[src/rtl/arb16_pkg.sv]
// Shared constants and types for the arb16_sched round-robin mux scheduler.
// Holds requester count, select width, default hold limit and FSM states.
package arb16_pkg;

    localparam int N_REQ        = 16;
    localparam int SEL_W        = 4;
    localparam int HOLD_MAX_DEF = 255;

    typedef enum logic {
        IDLE  = 1'b0,
        GRANT = 1'b1
    } arb16_state_t;

endpackage

[src/rtl/rr_pick16.sv]
// Rotate-priority encoder: first set req bit scanning ptr, ptr+1, ... wrapping.
// Ports: req[15:0], ptr[3:0] in; any (req nonzero), idx[3:0] (winner) out.
module rr_pick16
    import arb16_pkg::*;
(
    input  logic [N_REQ-1:0] req,
    input  logic [SEL_W-1:0] ptr,
    output logic             any,
    output logic [SEL_W-1:0] idx
);

    logic [N_REQ-1:0] rot;
    logic [SEL_W-1:0] off;

    // rot[0] is req[ptr]; the lowest set bit of rot is the offset from ptr.
    always_comb begin
        rot = N_REQ'({req, req} >> ptr);
        off = '0;
        for (int i = N_REQ - 1; i >= 0; i--) begin
            if (rot[i]) off = SEL_W'(i);
        end
        any = |req;
        idx = ptr + off;
    end

endmodule

[src/rtl/arb16_sched.sv]
// Round-robin scheduler driving the registered 4-bit select of a 16:1 mux.
// Ports: clk, rst_n (sync, active-low), req[15:0] in; gnt[15:0], sel[3:0],
// valid, timeout out. Macro ARB16_TIMEOUT_EN builds the hold-limit revoke.
module arb16_sched
    import arb16_pkg::*;
#(
    parameter int HOLD_MAX = HOLD_MAX_DEF
) (
    input  logic             clk,
    input  logic             rst_n,
    input  logic [N_REQ-1:0] req,
    output logic [N_REQ-1:0] gnt,
    output logic [SEL_W-1:0] sel,
    output logic             valid,
    output logic             timeout
);

    arb16_state_t     state_q, state_d;
    logic [SEL_W-1:0] ptr_q, ptr_d;
    logic [N_REQ-1:0] gnt_q, gnt_d;
    logic [SEL_W-1:0] sel_q, sel_d;
    logic             valid_q, valid_d;
    logic             pick_any;
    logic [SEL_W-1:0] pick_idx;
    logic             rel;

    rr_pick16 u_pick (
        .req (req),
        .ptr (ptr_q),
        .any (pick_any),
        .idx (pick_idx)
    );

`ifdef ARB16_TIMEOUT_EN
    localparam logic [7:0] HOLD_LAST = 8'(HOLD_MAX - 1);

    logic [7:0] cnt_q, cnt_d;
    logic       to_q, to_d;
    logic       expire;

    assign expire = (cnt_q == HOLD_LAST);
    // Voluntary release and forced revoke share one release path.
    assign rel    = !req[sel_q] || expire;
`else
    logic unused_hold;

    assign unused_hold = ^8'(HOLD_MAX);
    assign rel         = !req[sel_q];
`endif

    always_comb begin
        state_d = state_q;
        ptr_d   = ptr_q;
        gnt_d   = gnt_q;
        sel_d   = sel_q;
        valid_d = valid_q;
`ifdef ARB16_TIMEOUT_EN
        cnt_d   = cnt_q;
        to_d    = 1'b0;
`endif
        unique case (state_q)
            IDLE: begin
                if (pick_any) begin
                    state_d = GRANT;
                    gnt_d   = N_REQ'(1) << pick_idx;
                    sel_d   = pick_idx;
                    valid_d = 1'b1;
`ifdef ARB16_TIMEOUT_EN
                    cnt_d   = '0;
`endif
                end
            end
            GRANT: begin
                if (rel) begin
                    state_d = IDLE;
                    gnt_d   = '0;
                    valid_d = 1'b0;
                    ptr_d   = sel_q + SEL_W'(1);
`ifdef ARB16_TIMEOUT_EN
                    // Owner still asking means this is a forced revoke.
                    to_d    = req[sel_q];
`endif
                end
`ifdef ARB16_TIMEOUT_EN
                else begin
                    cnt_d = cnt_q + 8'd1;
                end
`endif
            end
            default: ;
        endcase
    end

    always_ff @(posedge clk) begin
        if (!rst_n) begin
            state_q <= IDLE;
            ptr_q   <= '0;
            gnt_q   <= '0;
            sel_q   <= '0;
            valid_q <= 1'b0;
`ifdef ARB16_TIMEOUT_EN
            cnt_q   <= '0;
            to_q    <= 1'b0;
`endif
        end else begin
            state_q <= state_d;
            ptr_q   <= ptr_d;
            gnt_q   <= gnt_d;
            sel_q   <= sel_d;
            valid_q <= valid_d;
`ifdef ARB16_TIMEOUT_EN
            cnt_q   <= cnt_d;
            to_q    <= to_d;
`endif
        end
    end

    assign gnt   = gnt_q;
    assign sel   = sel_q;
    assign valid = valid_q;
`ifdef ARB16_TIMEOUT_EN
    assign timeout = to_q;
`else
    assign timeout = 1'b0;
`endif

endmodule

[config.mk]
export PLATFORM = sky130hd
export DESIGN_NAME = arb16_sched
export DESIGN_NICKNAME = d
export VERILOG_FILES = /design/src/rtl/arb16_pkg.sv /design/src/rtl/rr_pick16.sv /design/src/rtl/arb16_sched.sv
export SDC_FILE = /design/constraint.sdc
export NUM_CORES = 1
export LEC_CHECK = 0
export ABC_AREA = 0
export CAP_MARGIN = 25
export CELL_PAD_IN_SITES_DETAIL_PLACEMENT = 0
export CELL_PAD_IN_SITES_GLOBAL_PLACEMENT = 2
export CORE_MARGIN = 1.5
export CORE_UTILIZATION = 29
export CTS_CLUSTER_SIZE = 30
export DETAILED_ROUTE_END_ITERATION = 7
export PLACE_DENSITY = 0.83
export SLEW_MARGIN = 20
export SYNTH_ARGS = -nofsm -noshare
export SYNTH_HDL_FRONTEND = slang
export SYNTH_SLANG_ARGS = --single-unit
[constraint.sdc]
create_clock -name clk -period 3.1 [get_ports clk]
set_input_delay 0.465 -clock clk [delete_from_list [all_inputs] [get_ports clk]]
set_output_delay 0.465 -clock clk [all_outputs]
set_load 0.1 [all_outputs]
* Yosys cells after proc, flatten, opt, wreduce, memory -nomap -nowiden
Cells that the tools add are included.
W data, S select, Z words.
** Word-level totals
- Logic and storage cells :: 45
- Output and inout bits :: 22
- Flip-flop bits (word level) :: 26
** Cells by class
- Order comparisons :: 1
- Eq/ne operators :: 2
- Bitwise gates (word level) :: 2
- Mux-type cells :: 27
- Shift operators :: 2
- $add $sub $neg :: 2
- Reduce and logical (&&, ||, !) cells :: 4
** Operators with widths (count)
- $mux W4 :: 16
- $mux W16 :: 2
- $pmux W16 S2 :: 1
- $shr A32 B4 Y16 :: 1
- $reduce_or A16 Y1 :: 1
- $shl A1 B4 Y16 const A :: 1
- $reduce_and A2 Y1 :: 3
- $lt A4 B5 Y1 const B :: 1
- $mux W1 :: 5
- $add A4 B1 Y4 const B :: 1
- $add A4 B4 Y4 :: 1
- $bmux W1 S4 :: 1
- $ne A2 B2 Y1 const B :: 2
- $pmux W1 S2 :: 2
- $not A1 Y1 :: 2

* Longest topological paths before layout
Gate-level depths: netlist (run 1).
- Depth after elaboration :: 21
- Depth in mapped cells :: 17
- Depth with buffers taken out :: 16

* By module
A second synthesis (run 1) with hierarchy kept.
** Unflattened totals
- Cell total of the unflattened synthesis :: 238
- Area, all modules :: 2492.4 µm²
** Modules (own cells, without submodules)
- arb16_sched :: cells each 139, area each 1311.3 µm², times used 1, sequential area each 520.5 µm²
- rr_pick16 :: cells each 99, area each 1181.1 µm², times used 1, sequential area each 0.0 µm²

* Worst setup path after synthesis (run 1)
OpenSTA, ideal clock, no wires.
- Path kind :: register -> register
- Start point :: reg ptr_q[1]
- End point :: reg gnt_q[0] (netlist: gnt[0])
- Clock period less this slack :: 3.425 ns
- Arrival :: 3.298 ns
- Buffers on the path :: 2
- Stages on the path, launching flop included :: 15
- Required time :: 2.973 ns
- Library setup time :: 0.127 ns
- Setup slack :: -0.325 ns
- Path through :: dfxtp_1 buf_6 buf_6 mux4_2 mux2_2 nor2b_2 a21oi_1 a22oi_1 o2111ai_1 and3_1 ha_1 a21o_1 a21oi_1 xor2_2 o21ai_1
** On the way
- Longest elaborated chain between the ends :: 21
** Ends and longest elaborated chain
- from (decl) :: RTL line arb16_sched.sv:19 : logic [SEL_W-1:0] ptr_q, ptr_d;
- from (signal assigned) :: RTL line arb16_sched.sv:107 : ptr_q <= ptr_d;
- $shr A32 B4 Y16 :: RTL line rr_pick16.sv:17 : rot = N_REQ'({req, req} >> ptr);
- $mux W4 (16 in series) :: RTL line rr_pick16.sv:20 : if (rot[i]) off = SEL_W'(i);
- $add A4 B4 Y4 (*) :: RTL line rr_pick16.sv:23 : idx = ptr + off;
- $shl A1 B4 Y16 (*) :: RTL line arb16_sched.sv:65 : gnt_d = N_REQ'(1) << pick_idx;
- $mux W16 (*) :: RTL line arb16_sched.sv:63 : if (pick_any) begin
- $pmux W16 S2 (*) :: RTL line arb16_sched.sv:61 : unique case (state_q)
- to (signal assigned) :: RTL line arb16_sched.sv:108 : gnt_q <= gnt_d;
- to (decl) :: RTL line arb16_sched.sv:20 : logic [N_REQ-1:0] gnt_q, gnt_d;
Mark *: on every way between the ends. The rest lies on a longest branch, timed or not. The select of a mux whose other input is x is not followed.
A chain may end at the register's enable or synchronous reset.

* Final worst setup path (run 1)
- Start point :: reg ptr_q[1]
- End point :: reg gnt_q[13] (netlist: gnt[13])
The elaborated chain is that of the path after synthesis.

==> results of run 1 <==
registers in the layout (all words and copies together) (netlist names):
signal	cells
state_q	1
sel	4
gnt	16
ptr_q	4
valid	1
metrics by stage:
| stage | setup TNS (ns) | worst slack (ns) | cells | utilization [%] |
|---|---|---|---|---|
| floorplan | -2.14 | -0.163 | 251 | - |
| global placement | -15.77 | -0.890 | 433 | 41.2 |
| detailed placement | -16.22 | -0.912 | 433 | 41.2 |
| CTS | -6.79 | -0.443 | 445 | 43.5 |
| global route | -9.60 | -0.575 | 446 | 43.9 |
| finish | -5.95 | -0.379 | 446 | 43.9 |
worst min path at each step:
stage / slack [ns] / endpoint / cells past startpoint / startpoint
after floorplan: 0.48 / state_q / 2 / state_q
after global placement: 0.44 / gnt[10] / 2 / gnt[10]
after detailed placement: 0.44 / gnt[8] / 2 / gnt[8]
after CTS: 0.45 / gnt[8] / 2 / gnt[8]
after global routing: 0.48 / gnt[10] / 2 / gnt[10]
final: 0.45 / gnt[8] / 2 / gnt[8]
routing by layer:
layer | up-vias | track usage (%) | share of wire [%]
met5 | - | 0 | 0
met4 | 0 | 3.78 | 0.70
met3 | 4 | 1.42 | 3.2
met2 | 51 | 26.8 | 47
met1 | 1078 | 23.2 | 49
li1 | 1125 | - | -
cell families (layout without fill, tap and decap cells):
kind of cell | count (synthesis) | after routing | share of synthesized area (%)
AND/OR/NAND/NOR | 93 | 93 | 19.7
AO/OA/AOI/OAI | 62 | 62 | 17.7
multiplexers | 39 | 39 | 29.3
flip-flops | 26 | 26 | 23.0
buffers and inverters | 20 | 112 | 4.48
adder cells (fa/ha/maj) | 5 | 5 | 3.10
XOR/XNOR | 5 | 6 | 2.60
other | 1 | 1 | 0.166
final cells by class:
cell class / instances / share of cell area (%)
Clock buffer: 3 / 1.23
Multi-Input combinational cell: 206 / 52.7
Tap cell: 102 / 3.80
Inverter: 6 / 0.671
Timing Repair Buffer: 102 / 25.0
Clock inverter: 1 / 0.894
Sequential cell: 26 / 15.7
repair_timing:
| item | 4_1_cts | 5_1_grt |
|---|---|---|
| cloned | 1 | 0 |
| setup endpoints to repair | 19 | 19 |
| gates resized for setup | 29 | 8 |
| setup buffers | 8 | 0 |
| pin swaps | 14 | 10 |
critical path: cells and delay by family (launching register included):
family	cells	cell delay, ns
adders and majority gates	2	0.64
AOI/OAI and AO/OA	5	0.89
buffers and inverters	2	0.16
DFF	1	0.39
xor gates and xnor gates	1	0.19
muxes	2	0.82
and+or+nand+nor	2	0.33
layout by cell type (no fill, tap or decap), drive strengths merged, types with 4 or more instances in the layout:
| cell type | count |
|---|---|
| mux2i | 12 |
| inv | 5 |
| dfxtp | 26 |
| nor2 | 16 |
| nand3 | 9 |
| o21ai | 26 |
| mux2 | 7 |
| buf | 85 |
| a211oi | 4 |
| mux4 | 20 |
| ha | 4 |
| nand2 | 43 |
| a21oi | 16 |
| dlygate4sd2 | 16 |
| nor4 | 4 |
| and2 | 4 |
| xnor2 | 5 |
power by group through the flow:
| stage | Combinational [mW] | Sequential (mW) | Clock, mW |
|---|---|---|---|
| 2_1_floorplan | 0.759 | 0.684 | 0 |
| 3_3_place_gp | 1.46 | 0.457 | 0 |
| 3_5_place_dp | 1.46 | 0.457 | 0 |
| 4_1_cts | 1.52 | 0.450 | 0.286 |
| 5_1_grt | 1.66 | 0.458 | 0.301 |
| 6_report | 1.55 | 0.447 | 0.286 |
==> impl_metrics.py, run 1 <==
metrics = {
    "die": {
        "die_w_um": 91.3,
        "pin_count": 40,
        "initial_core_util_pct": 29.6,
        "std_cell_rows": 32,
        "dieArea_um2": 8330,
        "die_y_um": 91.3,
        "core_region_area_um2": 7650,
    },
    "detailed_routing": {
        "drtAntennaViolNets": 0,
        "drt-initial-drc-count": 113,
        "drcViolationCount": 0,
        "wl_per_cell_um": 15.1,
        "num_vias": 2258,
        "routed_via_density": 5.06,
        "dr.pass1.iters": 4,
        "wl_um": 6710,
    },
    "clocking": {
        "worstSkewPairLatency_ns": 0.27,
        "cts_tree": "done",
        "hold_buffers": 0,
        "clkSinkCount": 26,
        "root_buffer": "clkbuf_8",
        "numCtsBuffers": 3,
        "ctsHtreeMaxLevel": 1,
        "clock_path_buffers": 2,
        "path_clk_slew_ns": 0.09,
    },
    "synthesis": {
        "syn_avg_cell_area_um2": 9.01,
        "synth.top_cells.by_count": "42 x nand2_1, 26 x dfxtp_1, 20 x mux4_2",
        "syn_nets": 274,
        "yosys_warnings": 0,
        "yosysTopAreaCell": "dfxtp_1",
        "ys_dominant_reg_cell": "dfxtp_1",
        "ys_types": 55,
        "synth_area_leaders": "dfxtp_1 23%, mux4_2 20%, nand2_1 7.0%, mux2i_1 4.9%, a21oi_1 3.5%",
        "synthArstFlopShare_pct": 0,
        "yosysTopAreaCellShare_pct": 23.0,
        "synthCells": 251,
        "synth-edff-count": 0,
        "synth_most_common_cell": "nand2_1",
        "synth_seq_cells": 26,
        "seq_area_frac_synth_pct": 23.0,
        "netlist_area_um2": 2260,
    },
    "layout": {
        "register_area_um2": 527,
        "num_antenna_cells": 0,
        "drive_gt1_share_pct": 43.3,
        "multi_input_area_um2": 1770,
        "syn2layout_area_growth_pct": 48.5,
        "num-fill-cells": 760,
        "num-nets-final": 368,
        "postLayoutCellArea_um2": 3360,
    },
    "sta": {
        "worst_slack_ns": -0.379,
        "fin_crit_sh_pct": 112,
        "setup_violations": 19,
        "min_period_ns": 3.48,
        "hold_viol_final": 0,
        "fmax_mhz": 287,
        "rsz0062_at_grt": "true",
        "fin_skew_ns": 0.00185,
        "hold_slack_ns": 0.451,
        "finalMaxSlewViolations": 0,
    },
    "power_and_ir_drop": {
        "combPwrFrac_pct": 67.9,
        "p_int_mw": 1.24,
        "clkPwrFrac_pct": 12.5,
        "p_sw_mw": 1.04,
        "leakage_nw": 1.36,
        "vdd_drop_max_mv": 0.604,
        "p_total_mw": 2.28,
        "p_sw_share_pct": 45.6,
        "power_frac_seq_pct": 19.6,
        "powerDensity_nw_per_um2": 680,
    },
    "place": {
        "placed_area_um2": 3150,
        "port_buffers": 38,
        "dp_hpwl_um": 5310,
        "gp_congestion": 0.854,
    },
    "setup_path": {
        "worst-r2r-setup-slack_ns": -0.38,
        "cpMostUsedCell": "o21ai_1",
        "cp-end-kind": "flop",
        "worstSetupPathType": "reg -> reg",
        "rr_endpoint": "gnt[13]",
        "crit_end": "gnt[13]",
        "cp.arrival_ns": 3.69,
        "path_cells": "buf_6 > mux4_2 > mux2_4 > o21a_1 > o21ai_1 > a311oi_1 > o31ai_1 > ha_2 > inv_2 > fa_2 > xnor2_4 > and2_1 > nand4_1 > o21ai_1",
        "cp-start-kind": "flop",
        "cp.required_ns": 3.31,
        "slowest_stage": "mux4_2",
        "critPathLaunch": "ptr_q[1]",
        "path_max_fanout": 4,
        "r2r-start": "ptr_q[1]",
        "worst-r2r-cell-count": 14,
        "cpPeakStageDelay_ns": 0.53,
    },
    "grt": {
        "grt_pass1_vias": 2183,
        "overflow": 0,
        "grtUsageTotal_pct": 16.4,
        "grt_pass1_wl_um": 11000,
        "antenna_found_initial": 0,
        "grt_max_degree": 19,
    },
    "job": {
        "maxCapViolCount": 0,
    },
    "worst_hold_path": {
        "hold_path.class": "reg -> reg",
    },
    "outcome": {
        "outcome": "finished, violations left",
        "failed_checks": "setup timing",
    },
}
(Power assumes the default switching activity.)
==> run 2, diff against run 1 <==
--- a/config.mk
+++ b/config.mk
@@ -11,6 +11,7 @@
 export CELL_PAD_IN_SITES_GLOBAL_PLACEMENT = 2
 export CORE_MARGIN = 1.5
 export CORE_UTILIZATION = 29
+export CTS_CLUSTER_DIAMETER = 50
 export CTS_CLUSTER_SIZE = 30
 export DETAILED_ROUTE_END_ITERATION = 7
 export PLACE_DENSITY = 0.83
==> results of run 2 <==
Same layout as run 1: the final DEF is identical, and so are final timing and power.
==> run 3, diff against run 2 <==
--- a/config.mk
+++ b/config.mk
@@ -15,6 +15,7 @@
 export CTS_CLUSTER_SIZE = 30
 export DETAILED_ROUTE_END_ITERATION = 7
 export PLACE_DENSITY = 0.83
+export SKIP_CTS_REPAIR_TIMING = 1
 export SLEW_MARGIN = 20
 export SYNTH_ARGS = -nofsm -noshare
 export SYNTH_HDL_FRONTEND = slang
==> run 3 against run 2 <==
Via count grew 0.27%. Clock-buffer cell count unchanged. Critical endpoint unchanged. The run still ends with setup timing left. Total power shrank 0.10%.
==> impl_metrics.py, run 3 (synthesis results as in run 1) <==
metrics = {
    "grt": {
        "grt_max_degree": 19,
        "grtUsageTotal_pct": 16.1,
        "grt_pass1_vias": 2138,
        "antenna_found_initial": 0,
        "grt_pass1_wl_um": 10900,
        "overflow": 0,
    },
    "setup_path": {
        "cp-end-kind": "flop",
        "worst-r2r-cell-count": 14,
        "worstSetupPathType": "reg -> reg",
        "cp.required_ns": 3.31,
        "cp.arrival_ns": 3.74,
        "cp-start-kind": "flop",
        "path_max_fanout": 4,
        "rr_endpoint": "gnt[13]",
        "r2r-start": "ptr_q[1]",
        "worst-r2r-setup-slack_ns": -0.43,
    },
    "power_and_ir_drop": {
        "leakage_nw": 1.45,
        "powerDensity_nw_per_um2": 677,
        "vdd_drop_max_mv": 0.612,
    },
    "die": {
        "dieArea_um2": 8330,
        "die_w_um": 91.3,
        "pin_count": 40,
        "std_cell_rows": 32,
        "core_region_area_um2": 7650,
        "die_y_um": 91.3,
        "initial_core_util_pct": 29.6,
    },
    "clocking": {
        "clock_path_buffers": 2,
        "cts_tree": "done",
        "clkSinkCount": 26,
        "ctsHtreeMaxLevel": 1,
        "worstSkewPairLatency_ns": 0.27,
        "path_clk_slew_ns": 0.09,
        "root_buffer": "clkbuf_8",
        "numCtsBuffers": 3,
    },
    "layout": {
        "postLayoutCellArea_um2": 3370,
        "instances_no_fill": 440,
        "layout_commonest_cell": "buf_4",
        "utilization_pct": 44.0,
        "syn2layout_area_growth_pct": 49.0,
        "drive_gt1_share_pct": 43.2,
        "num-nets-final": 362,
        "largest_reg_flops": 16,
        "num-fill-cells": 752,
        "num_antenna_cells": 0,
        "final_cell_mix": "74 x buf_4, 40 x nand2_1, 23 x dfxtp_1",
    },
    "worst_hold_path": {
        "whs_path_depth": 2,
        "hold_path.class": "reg -> reg",
        "min_from": "gnt[8]",
        "holdPathEnd": "gnt[8]",
    },
    "sta": {
        "fin_skew_ns": 0.00103,
        "min_period_ns": 3.53,
        "rsz0062_at_grt": "true",
        "hold_viol_final": 0,
        "finalMaxSlewViolations": 0,
        "fmax_mhz": 283,
        "fin_setup_tns_ns": -6.98,
        "worst_slack_ns": -0.432,
        "setup_violations": 19,
        "fin_crit_sh_pct": 114,
        "hold_slack_ns": 0.451,
    },
    "detailed_routing": {
        "drtAntennaViolNets": 0,
        "wl_per_cell_um": 15.1,
        "dr.pass1.iters": 4,
        "drcViolationCount": 0,
        "num_vias": 2264,
        "routed_via_density": 5.15,
        "drt-initial-drc-count": 134,
        "wl_um": 6660,
    },
    "outcome": {
        "failed_checks": "setup timing",
        "outcome": "finished, violations left",
    },
    "place": {
        "port_buffers": 38,
        "dp_hpwl_um": 5310,
        "gp_congestion": 0.854,
        "placed_area_um2": 3150,
        "placedCellCount": 433,
    },
    "job": {
        "maxCapViolCount": 0,
    },
}
run 3: changes by cell type in the layout (fill, tap and decap cells not counted), moves of 2 or more:
cell | previous run | this run
dlygate4sd2_1 | 16 | 0
nand3_2 | 3 | 1
o21ai_1 | 19 | 17
dlymetal6s2s_1 | 0 | 16
buf_4 | 78 | 74
run 3: critical path, cell delays in order, from the launching register on:
cell      delay [ns]
dfxtp_4         0.39
buf_6           0.12
mux4_2          0.53
mux2_4          0.31
o21a_1          0.19
o21ai_1         0.13
a311oi_1        0.11
o31ai_1         0.35
ha_2            0.25
inv_2           0.04
fa_2            0.37
xnor2_4         0.20
and2_4          0.19
nand4_1         0.13
o21ai_1         0.15
run 3: layer usage:
metal | vias up | track usage (%) | share of wire [%]
li1 | 1109 | - | -
met1 | 1096 | 22.9 | 48
met2 | 55 | 26.2 | 47
met3 | 4 | 1.42 | 3.7
met4 | 0 | 3.91 | 0.71
met5 | - | 0 | 0
run 3: worst max path at each step:
stage | depth (start not counted) | slack [ns] | from | end
global route | 15 | -0.59 | ptr_q[1] | gnt[14]
global placement | 16 | -0.89 | req[0] | gnt[15]
floorplan | 16 | -0.16 | ptr_q[1] | gnt[15]
finish | 14 | -0.43 | ptr_q[1] | gnt[13]
detailed placement | 16 | -0.91 | req[0] | gnt[15]
CTS | 16 | -0.64 | req[0] | gnt[15]
run 3: cell type report:
type	instances	area, µm²	share of cell area [%]
multi-input cells	205	1760	52.3
clock inverters	1	30.0	0.892
inverters	6	22.5	0.669
well taps	102	128	3.79
clock buffers	3	41.3	1.23
flip-flops and latches	26	527	15.6
repair buffers	97	860	25.5
run 3: where the power goes:
part	leakage (nW)	internal, mW	switching, mW
combinational	1.21	0.677	0.872
sequential	0.213	0.386	0.0612
clock	0.0357	0.173	0.112
run 3: stage by stage:
| step | setup slack (ns) | power [mW] |
|---|---|---|
| finish | -0.432 | 2.28 |
| global route | -0.590 | 2.42 |
| CTS | -0.636 | 2.20 |
| detailed placement | -0.912 | 1.92 |
| global placement | -0.890 | 1.91 |
| floorplan | -0.163 | 1.44 |
